`config.mk`:
```
export PLATFORM = sky130hd
export DESIGN_NAME = ifetch_bp
export DESIGN_NICKNAME = d
export VERILOG_FILES = /design/src/rtl/ifetch_pkg.sv /design/src/rtl/if_bht.sv /design/src/rtl/ifetch_bp.sv
export SDC_FILE = /design/constraint.sdc
export NUM_CORES = 1
export LEC_CHECK = 0
export CORE_UTILIZATION = 35
export DETAILED_ROUTE_END_ITERATION = 10
export PLACE_DENSITY_LB_ADDON = 0.12
export SLEW_MARGIN = 20
export SYNTH_ARGS = -nofsm -noshare
export SYNTH_HDL_FRONTEND = slang
export SYNTH_SLANG_ARGS = --single-unit
export TNS_END_PERCENT = 5
```
`constraint.sdc`:
```
create_clock -name clk -period 2.8 [get_ports clk]
set_input_delay 0.42 -clock clk [delete_from_list [all_inputs] [get_ports clk]]
set_output_delay 0.42 -clock clk [all_outputs]
set_load 0.02 [all_outputs]
```
`src/rtl/ifetch_pkg.sv`:
```
// Shared types and constants for the fetch stage and its branch history table.
// Used by ifetch_bp and if_bht (if_bht is only built when IFETCH_BPRED_EN is defined).
package ifetch_pkg;

  localparam logic [31:0] NOP_INSTR = 32'h0000_0013;

  typedef enum logic [1:0] {
    RST     = 2'd0,
    REQ     = 2'd1,
    HOLD    = 2'd2,
    DISCARD = 2'd3
  } fetch_state_e;

  // Tag is kept full-width so the entry type does not depend on the table size.
  typedef struct packed {
    logic        valid;
    logic [31:0] tag;
    logic [1:0]  ctr;
    logic [31:0] target;
  } bht_entry_t;

  function automatic logic [1:0] ctr_step(input logic [1:0] ctr, input logic up);
    logic [1:0] res;
    if (up) begin
      res = (ctr == 2'b11) ? ctr : ctr + 2'd1;
    end else begin
      res = (ctr == 2'b00) ? ctr : ctr - 2'd1;
    end
    return res;
  endfunction

endpackage

```
`src/rtl/if_bht.sv`:
```
// Branch history table with targets: combinational lookup, synchronous update.
// Instantiated by ifetch_bp only when IFETCH_BPRED_EN is defined.
module if_bht
  import ifetch_pkg::*;
#(
  parameter int BHT_IDX = 4
) (
  input  logic        clk,
  input  logic        rstn,
  input  logic [31:0] lookup_pc_i,
  output logic        pred_taken_o,
  output logic [31:0] pred_target_o,
  input  logic        upd_valid_i,
  input  logic [31:0] upd_pc_i,
  input  logic        upd_taken_i,
  input  logic [31:0] upd_target_i
);

  localparam int ENTRIES = 1 << BHT_IDX;

  bht_entry_t         bht_q [ENTRIES];
  bht_entry_t         look_ent;
  bht_entry_t         upd_ent;
  logic [BHT_IDX-1:0] look_idx;
  logic [BHT_IDX-1:0] upd_idx;
  logic [31:0]        look_tag;
  logic [31:0]        upd_tag;
  logic               upd_hit;
  logic               unused_bits;

  assign look_idx = lookup_pc_i[BHT_IDX+1:2];
  assign upd_idx  = upd_pc_i[BHT_IDX+1:2];
  assign look_tag = lookup_pc_i >> (BHT_IDX + 2);
  assign upd_tag  = upd_pc_i >> (BHT_IDX + 2);

  assign look_ent = bht_q[look_idx];
  assign upd_ent  = bht_q[upd_idx];
  assign upd_hit  = upd_ent.valid && (upd_ent.tag == upd_tag);

  assign pred_taken_o  = look_ent.valid && (look_ent.tag == look_tag) && look_ent.ctr[1];
  assign pred_target_o = look_ent.target;

  assign unused_bits = ^{lookup_pc_i[1:0], upd_pc_i[1:0]};

  // A not-taken miss never allocates, so cold branches keep falling through.
  always_ff @(posedge clk or negedge rstn) begin
    if (!rstn) begin
      for (int i = 0; i < ENTRIES; i++) begin
        bht_q[i] <= '{valid: 1'b0, tag: '0, ctr: 2'b01, target: '0};
      end
    end else if (upd_valid_i) begin
      if (upd_hit) begin
        bht_q[upd_idx].ctr <= ctr_step(upd_ent.ctr, upd_taken_i);
        if (upd_taken_i) begin
          bht_q[upd_idx].target <= upd_target_i;
        end
      end else if (upd_taken_i) begin
        bht_q[upd_idx] <= '{valid: 1'b1, tag: upd_tag, ctr: 2'b10, target: upd_target_i};
      end
    end
  end

endmodule

```
`src/rtl/ifetch_bp.sv`:
```
// Fetch stage: owns the fetch PC, runs the imem req/ack handshake and loads IF/ID.
// IFETCH_BPRED_EN enables the BHT/BTB predictor; otherwise fetch is always sequential.
module ifetch_bp
  import ifetch_pkg::*;
#(
  parameter logic [31:0] RESET_PC = 32'h0000_0000,
  parameter int          BHT_IDX  = 4
) (
  input  logic        clk,
  input  logic        rstn,
  input  logic        ide_wait,
  input  logic        redirect,
  input  logic [31:0] redirect_pc,
  input  logic        upd_valid,
  input  logic [31:0] upd_pc,
  input  logic        upd_taken,
  input  logic [31:0] upd_target,
  output logic        imem_req,
  output logic [31:0] imem_addr,
  input  logic        imem_ack,
  input  logic [31:0] imem_rdata,
  output logic [31:0] instr,
  output logic [31:0] pc_if2id,
  output logic [4:0]  wr_addr,
  output logic [6:0]  opcode,
  output logic        pred_taken,
  output logic [31:0] pred_target
);

  fetch_state_e state_q, state_d;
  logic [31:0]  fpc_q, fpc_d;
  logic [31:0]  skid_q, skid_d;
  logic [31:0]  daddr_q, daddr_d;
  logic [31:0]  instr_q, instr_d;
  logic [31:0]  pc_q, pc_d;
  logic         ptk_q, ptk_d;
  logic [31:0]  ptgt_q, ptgt_d;
  logic         bht_taken;
  logic [31:0]  bht_target;
  logic [31:0]  next_pc;

`ifdef IFETCH_BPRED_EN
  if_bht #(.BHT_IDX(BHT_IDX)) u_bht (
    .clk          (clk),
    .rstn         (rstn),
    .lookup_pc_i  (fpc_q),
    .pred_taken_o (bht_taken),
    .pred_target_o(bht_target),
    .upd_valid_i  (upd_valid),
    .upd_pc_i     (upd_pc),
    .upd_taken_i  (upd_taken),
    .upd_target_i (upd_target)
  );
`else
  logic               unused_upd;
  logic [BHT_IDX-1:0] unused_idx;
  assign unused_upd = ^{upd_valid, upd_pc, upd_taken, upd_target};
  assign unused_idx = fpc_q[BHT_IDX+1:2];
  assign bht_taken  = 1'b0;
  assign bht_target = '0;
`endif

  assign next_pc = bht_taken ? bht_target : fpc_q + 32'd4;

  // DISCARD keeps presenting the old address so the outstanding request stays stable.
  always_comb begin
    state_d = state_q;
    fpc_d   = fpc_q;
    skid_d  = skid_q;
    daddr_d = daddr_q;
    instr_d = instr_q;
    pc_d    = pc_q;
    ptk_d   = ptk_q;
    ptgt_d  = ptgt_q;
    case (state_q)
      RST: state_d = REQ;
      REQ: begin
        if (imem_ack && !ide_wait) begin
          instr_d = imem_rdata;
          pc_d    = fpc_q;
          ptk_d   = bht_taken;
          ptgt_d  = next_pc;
          fpc_d   = next_pc;
        end else if (imem_ack) begin
          skid_d  = imem_rdata;
          state_d = HOLD;
        end
      end
      HOLD: begin
        if (!ide_wait) begin
          instr_d = skid_q;
          pc_d    = fpc_q;
          ptk_d   = bht_taken;
          ptgt_d  = next_pc;
          fpc_d   = next_pc;
          state_d = REQ;
        end
      end
      DISCARD: begin
        if (imem_ack) state_d = REQ;
      end
      default: state_d = RST;
    endcase
    // A request still waiting for its ack must run to completion before the next one.
    if (redirect) begin
      fpc_d   = redirect_pc;
      instr_d = NOP_INSTR;
      pc_d    = '0;
      ptk_d   = 1'b0;
      ptgt_d  = '0;
      if (state_q == REQ && !imem_ack) begin
        state_d = DISCARD;
        daddr_d = fpc_q;
      end else if (state_q == DISCARD && !imem_ack) begin
        state_d = DISCARD;
      end else begin
        state_d = REQ;
      end
    end
  end

  always_ff @(posedge clk or negedge rstn) begin
    if (!rstn) begin
      state_q <= RST;
      fpc_q   <= RESET_PC;
      skid_q  <= '0;
      daddr_q <= '0;
      instr_q <= NOP_INSTR;
      pc_q    <= '0;
      ptk_q   <= 1'b0;
      ptgt_q  <= '0;
    end else begin
      state_q <= state_d;
      fpc_q   <= fpc_d;
      skid_q  <= skid_d;
      daddr_q <= daddr_d;
      instr_q <= instr_d;
      pc_q    <= pc_d;
      ptk_q   <= ptk_d;
      ptgt_q  <= ptgt_d;
    end
  end

  assign imem_req    = (state_q == REQ) || (state_q == DISCARD);
  assign imem_addr   = (state_q == DISCARD) ? daddr_q : fpc_q;
  assign instr       = instr_q;
  assign pc_if2id    = pc_q;
  assign wr_addr     = instr_q[11:7];
  assign opcode      = instr_q[6:0];
  assign pred_taken  = ptk_q;
  assign pred_target = ptgt_q;

endmodule
```
==> run_results.csv <==
group,metric,value,unit
status,status,"complete, no violations",
timing,setup_viol,0,
finish,fin_util,0.480,
worst_setup_path,worst_path_dominant_cell_family,"buffers and inverters",
pwr,worst_ir_drop_vdd,0.338,mV
worst_setup_path,cp_cell_sequence,"nand2_2, buf_4, mux2_2, clkdlybuf4s50_1",
finish,nets,1204,
yosys,synth-main-ff-cell,"dfrtp_1",
global_route,grt_start_max_net_pins,136,
worst_setup_path,max_stage_delay,0.54,ns
yosys,netlist_area,9210,um2
clocking,insertion_delay_to_the_later_sink_of_the_worst_skew_pair,0.44,ns
yosys,syn_inst,905,
finish,antenna_cells_inserted,0,
timing,final-hold-violation-count,0,
worst_setup_path,critical_path_class,"reg2out",
detailed_routing,detailedRoute.firstIterationViolations,342,
floorplan,floorplan.core_area,25500,um2
worst_setup_path,start_kind,"register",
clocking,htreeDepth,4,
yosys,yosysTopAreaCellShare,0.514,
timing,final-max-slew-violation-count,0,
global_route,first_global_vias,6852,
timing,unrepaired_setup_endpoints_after_global_routing,"false",
timing,max_slew.worst_pin.slew,0.671,ns
timing,final_period_minus_worst_setup_slack,2.60,ns
global_route,grt-ovfl-total,0,
clocking,cts.clk_slew.worst_paths,0.08,ns
placed_design,routability_driven_placement_congestion_ratio,0.739,
pwr,power-per-cell-area,626,nW/um2
timing,finalClockSkew,0.0139,ns
clocking,clock_sink_count,192,
yosys,synth_edf_count,0,
yosys,avgSynthCellArea,10.2,um2
yosys,ys_seq_elements,192,
placed_design,port_buffers,209,
clocking,cts_tree,"done",
global_route,grt_use_total,0.190,
worst_setup_path,cp_max_fo,11,
timing,setup-tns-final,0,ns
floorplan,vert_die_dim,164,um
finish,layout.cells.most_common,"clkdlybuf4s50_1",
timing,final_min_period_over_clock_period,0.929,
yosys,ys_seq_area_frac,0.522,
clocking,cts.root.buffer_cell,"clkbuf_16",
yosys,synth_largest_area_cell,"dfrtp_1",
yosys,synth_unique_cells,43,
timing,slew_limit_headroom,0.553,
floorplan,die_w,164,um
floorplan,rows,58,
floorplan,initial_core_util,0.361,
worst_setup_path,worst_ep_arrival_time,2.18,ns
detailed_routing,drt_first_pass_iters,4,
clocking,post_cts_repair_timing_setup_buffer_count,0,
detailed_routing,drt.antenna.violating_nets,0,
floorplan,boundaryPins,277,
worst_setup_path,worst-path-buf-inv,2,
yosys,yosys_warnings,0,
min_path,hold_path.class,"in2reg",
detailed_routing,drt_drc_violations_left,0,
floorplan,die_area,27000,um2
detailed_routing,wire_per_inst,17.7,um
job,drv.max_cap_violation_count,0,
clocking,cts-hold-fix-buffers,1,
worst_setup_path,worst_setup_path_end_kind,"primary output",
worst_setup_path,worst-endpoint-required,2.38,ns
pwr,leakagePower,4.90,nW
global_route,grt_first_pass_wirelength,39200,um
placed_design,post-dp-hpwl,16300,um
clocking,cts_inserted_buffers,17,
finish,mostFrequentLayoutCells,"clkdlybuf4s50_1 (207), dfrtp_1 (189), nand2_1 (178)",
clocking,clk_path_buf_depth,2,
detailed_routing,via_count,7046,
detailed_routing,avgViaCountPerCell,4.99,
clocking,post_cts_resize_count,0,
finish,drive_above_1_share,0.171,
finish,area.growth.synth_to_final,32.9,%
yosys,synth_area_leaders,"dfrtp_1 (51%), mux2_2 (12%), nand2_1 (7.3%), xor2_1 (3.3%), nor2_1 (3.0%)",
worst_setup_path,slowest_stage,"clkdlybuf4s50_1",
yosys,ys_async_sr_fraction,1.00,
timing,fmax,0.384,GHz
yosys,postSynthNetCount,1041,
global_route,antenna_found_initial,0,
detailed_routing,drt-total-wl,24900,um
==> logic make-up (layout without fill, tap and decap cells) <==
| family | after synthesis | count (layout) | share of synthesized area |
|---|---|---|---|
| AND/OR/NAND/NOR | 321 | 321 | 0.153 |
| flip-flops | 192 | 192 | 0.522 |
| AO/OA/AOI/OAI | 130 | 130 | 0.0927 |
| buffers and inverters | 104 | 280 | 0.0553 |
| multiplexers | 99 | 99 | 0.121 |
| XOR/XNOR | 57 | 57 | 0.0542 |
| adder cells (fa/ha/maj) | 1 | 1 | 0.00136 |
| other | 1 | 1 | 0.000407 |
==> report_power, final <==
| group | switching [W] | total, W | leakage (nW) | internal, W |
|---|---|---|---|---|
| registers | 0.000250 | 0.00339 | 2.45 | 0.00314 |
| logic | 0.000844 | 0.00174 | 2.15 | 0.000895 |
| clock network | 0.00121 | 0.00252 | 0.300 | 0.00131 |
==> sequential cells by signal (all words and copies together), names as in the netlist <==
name	flops
daddr_q	32
fpc_q	32
instr	32
pc_if2id	32
skid_q	32
pred_target	30
state_q	2
==> worst reg2reg max path, delay by kind of cell, from the launching register on <==
family,cells,cell delay [ns]
AOI/OAI and AO/OA,1,0.22
and+or+nand+nor,3,1.25
xor gates and xnor gates,1,0.16
DFF,1,0.53
==> layout make-up <==
type | instances | area [um2]
sequential | 192 | 4810
fill | 2409 | 13200
inverter | 2 | 7.51
timing repair buffer | 246 | 2470
clock inverter | 14 | 170
tap | 330 | 413
multi-input combinational | 609 | 3920
clock buffer | 18 | 439
==> cell usage after synthesis, drive strengths merged (2+ instances only) <==
| cell type | n |
|---|---|
| nand3 | 20 |
| and3 | 2 |
| a21oi | 39 |
| nand4 | 19 |
| a211o | 3 |
| nand3b | 2 |
| a311oi | 29 |
| xnor2 | 22 |
| clkbuf | 41 |
| buf | 61 |
| nor4 | 8 |
| a211oi | 28 |
| or4 | 3 |
| xor2 | 35 |
| dfstp | 3 |
| inv | 2 |
| a21o | 2 |
| nor3 | 7 |
| o21ai | 28 |
| dfrtp | 189 |
| mux2 | 99 |
| nand2 | 179 |
| nor2 | 73 |
==> path summary, 6_finish.rpt <==
path                        startpoint         endpoint  slack, ns  cells after the start
max                         state_q[0]    imem_addr[28]       0.20                      4
min                           redirect     pc_if2id[24]       0.39                      2
min reg2reg                daddr_q[28]      daddr_q[28]       0.51                      1
max reg2reg                   fpc_q[8]  pred_target[22]       0.56                      5
min in group asynchronous         rstn        instr[25]       0.51                      2
max in group asynchronous         rstn     pc_if2id[21]       1.51                      3
==> layer usage <==
metal,share of wire,up-vias,track usage,routed length (um)
li1,-,3423,-,-
met1,0.48,3460,0.264,11900
met2,0.47,153,0.303,11600
met3,0.048,10,0.0389,1180
met4,0.0073,0,0.0421,183
met5,0,-,0,0
==> metrics by stage <==
| stage | instances | total power (W) | area (um2) | hold slack [ns] | setup WS (ns) |
|---|---|---|---|---|---|
| 5_1_grt | 1411 | 0.00803 | 12200 | 0.376 | 0.115 |
| 6_report | 1411 | 0.00765 | 12200 | 0.387 | 0.199 |
| 2_1_floorplan | 905 | 0.00442 | 9210 | 0.124 | 0.775 |
| 3_5_place_dp | 1378 | 0.00521 | 11600 | 0.426 | 0.363 |
| 4_1_cts | 1411 | 0.00776 | 12200 | 0.378 | 0.163 |
| 3_3_place_gp | 1378 | 0.00519 | 11600 | 0.430 | 0.369 |
(Power assumes the default switching activity.)
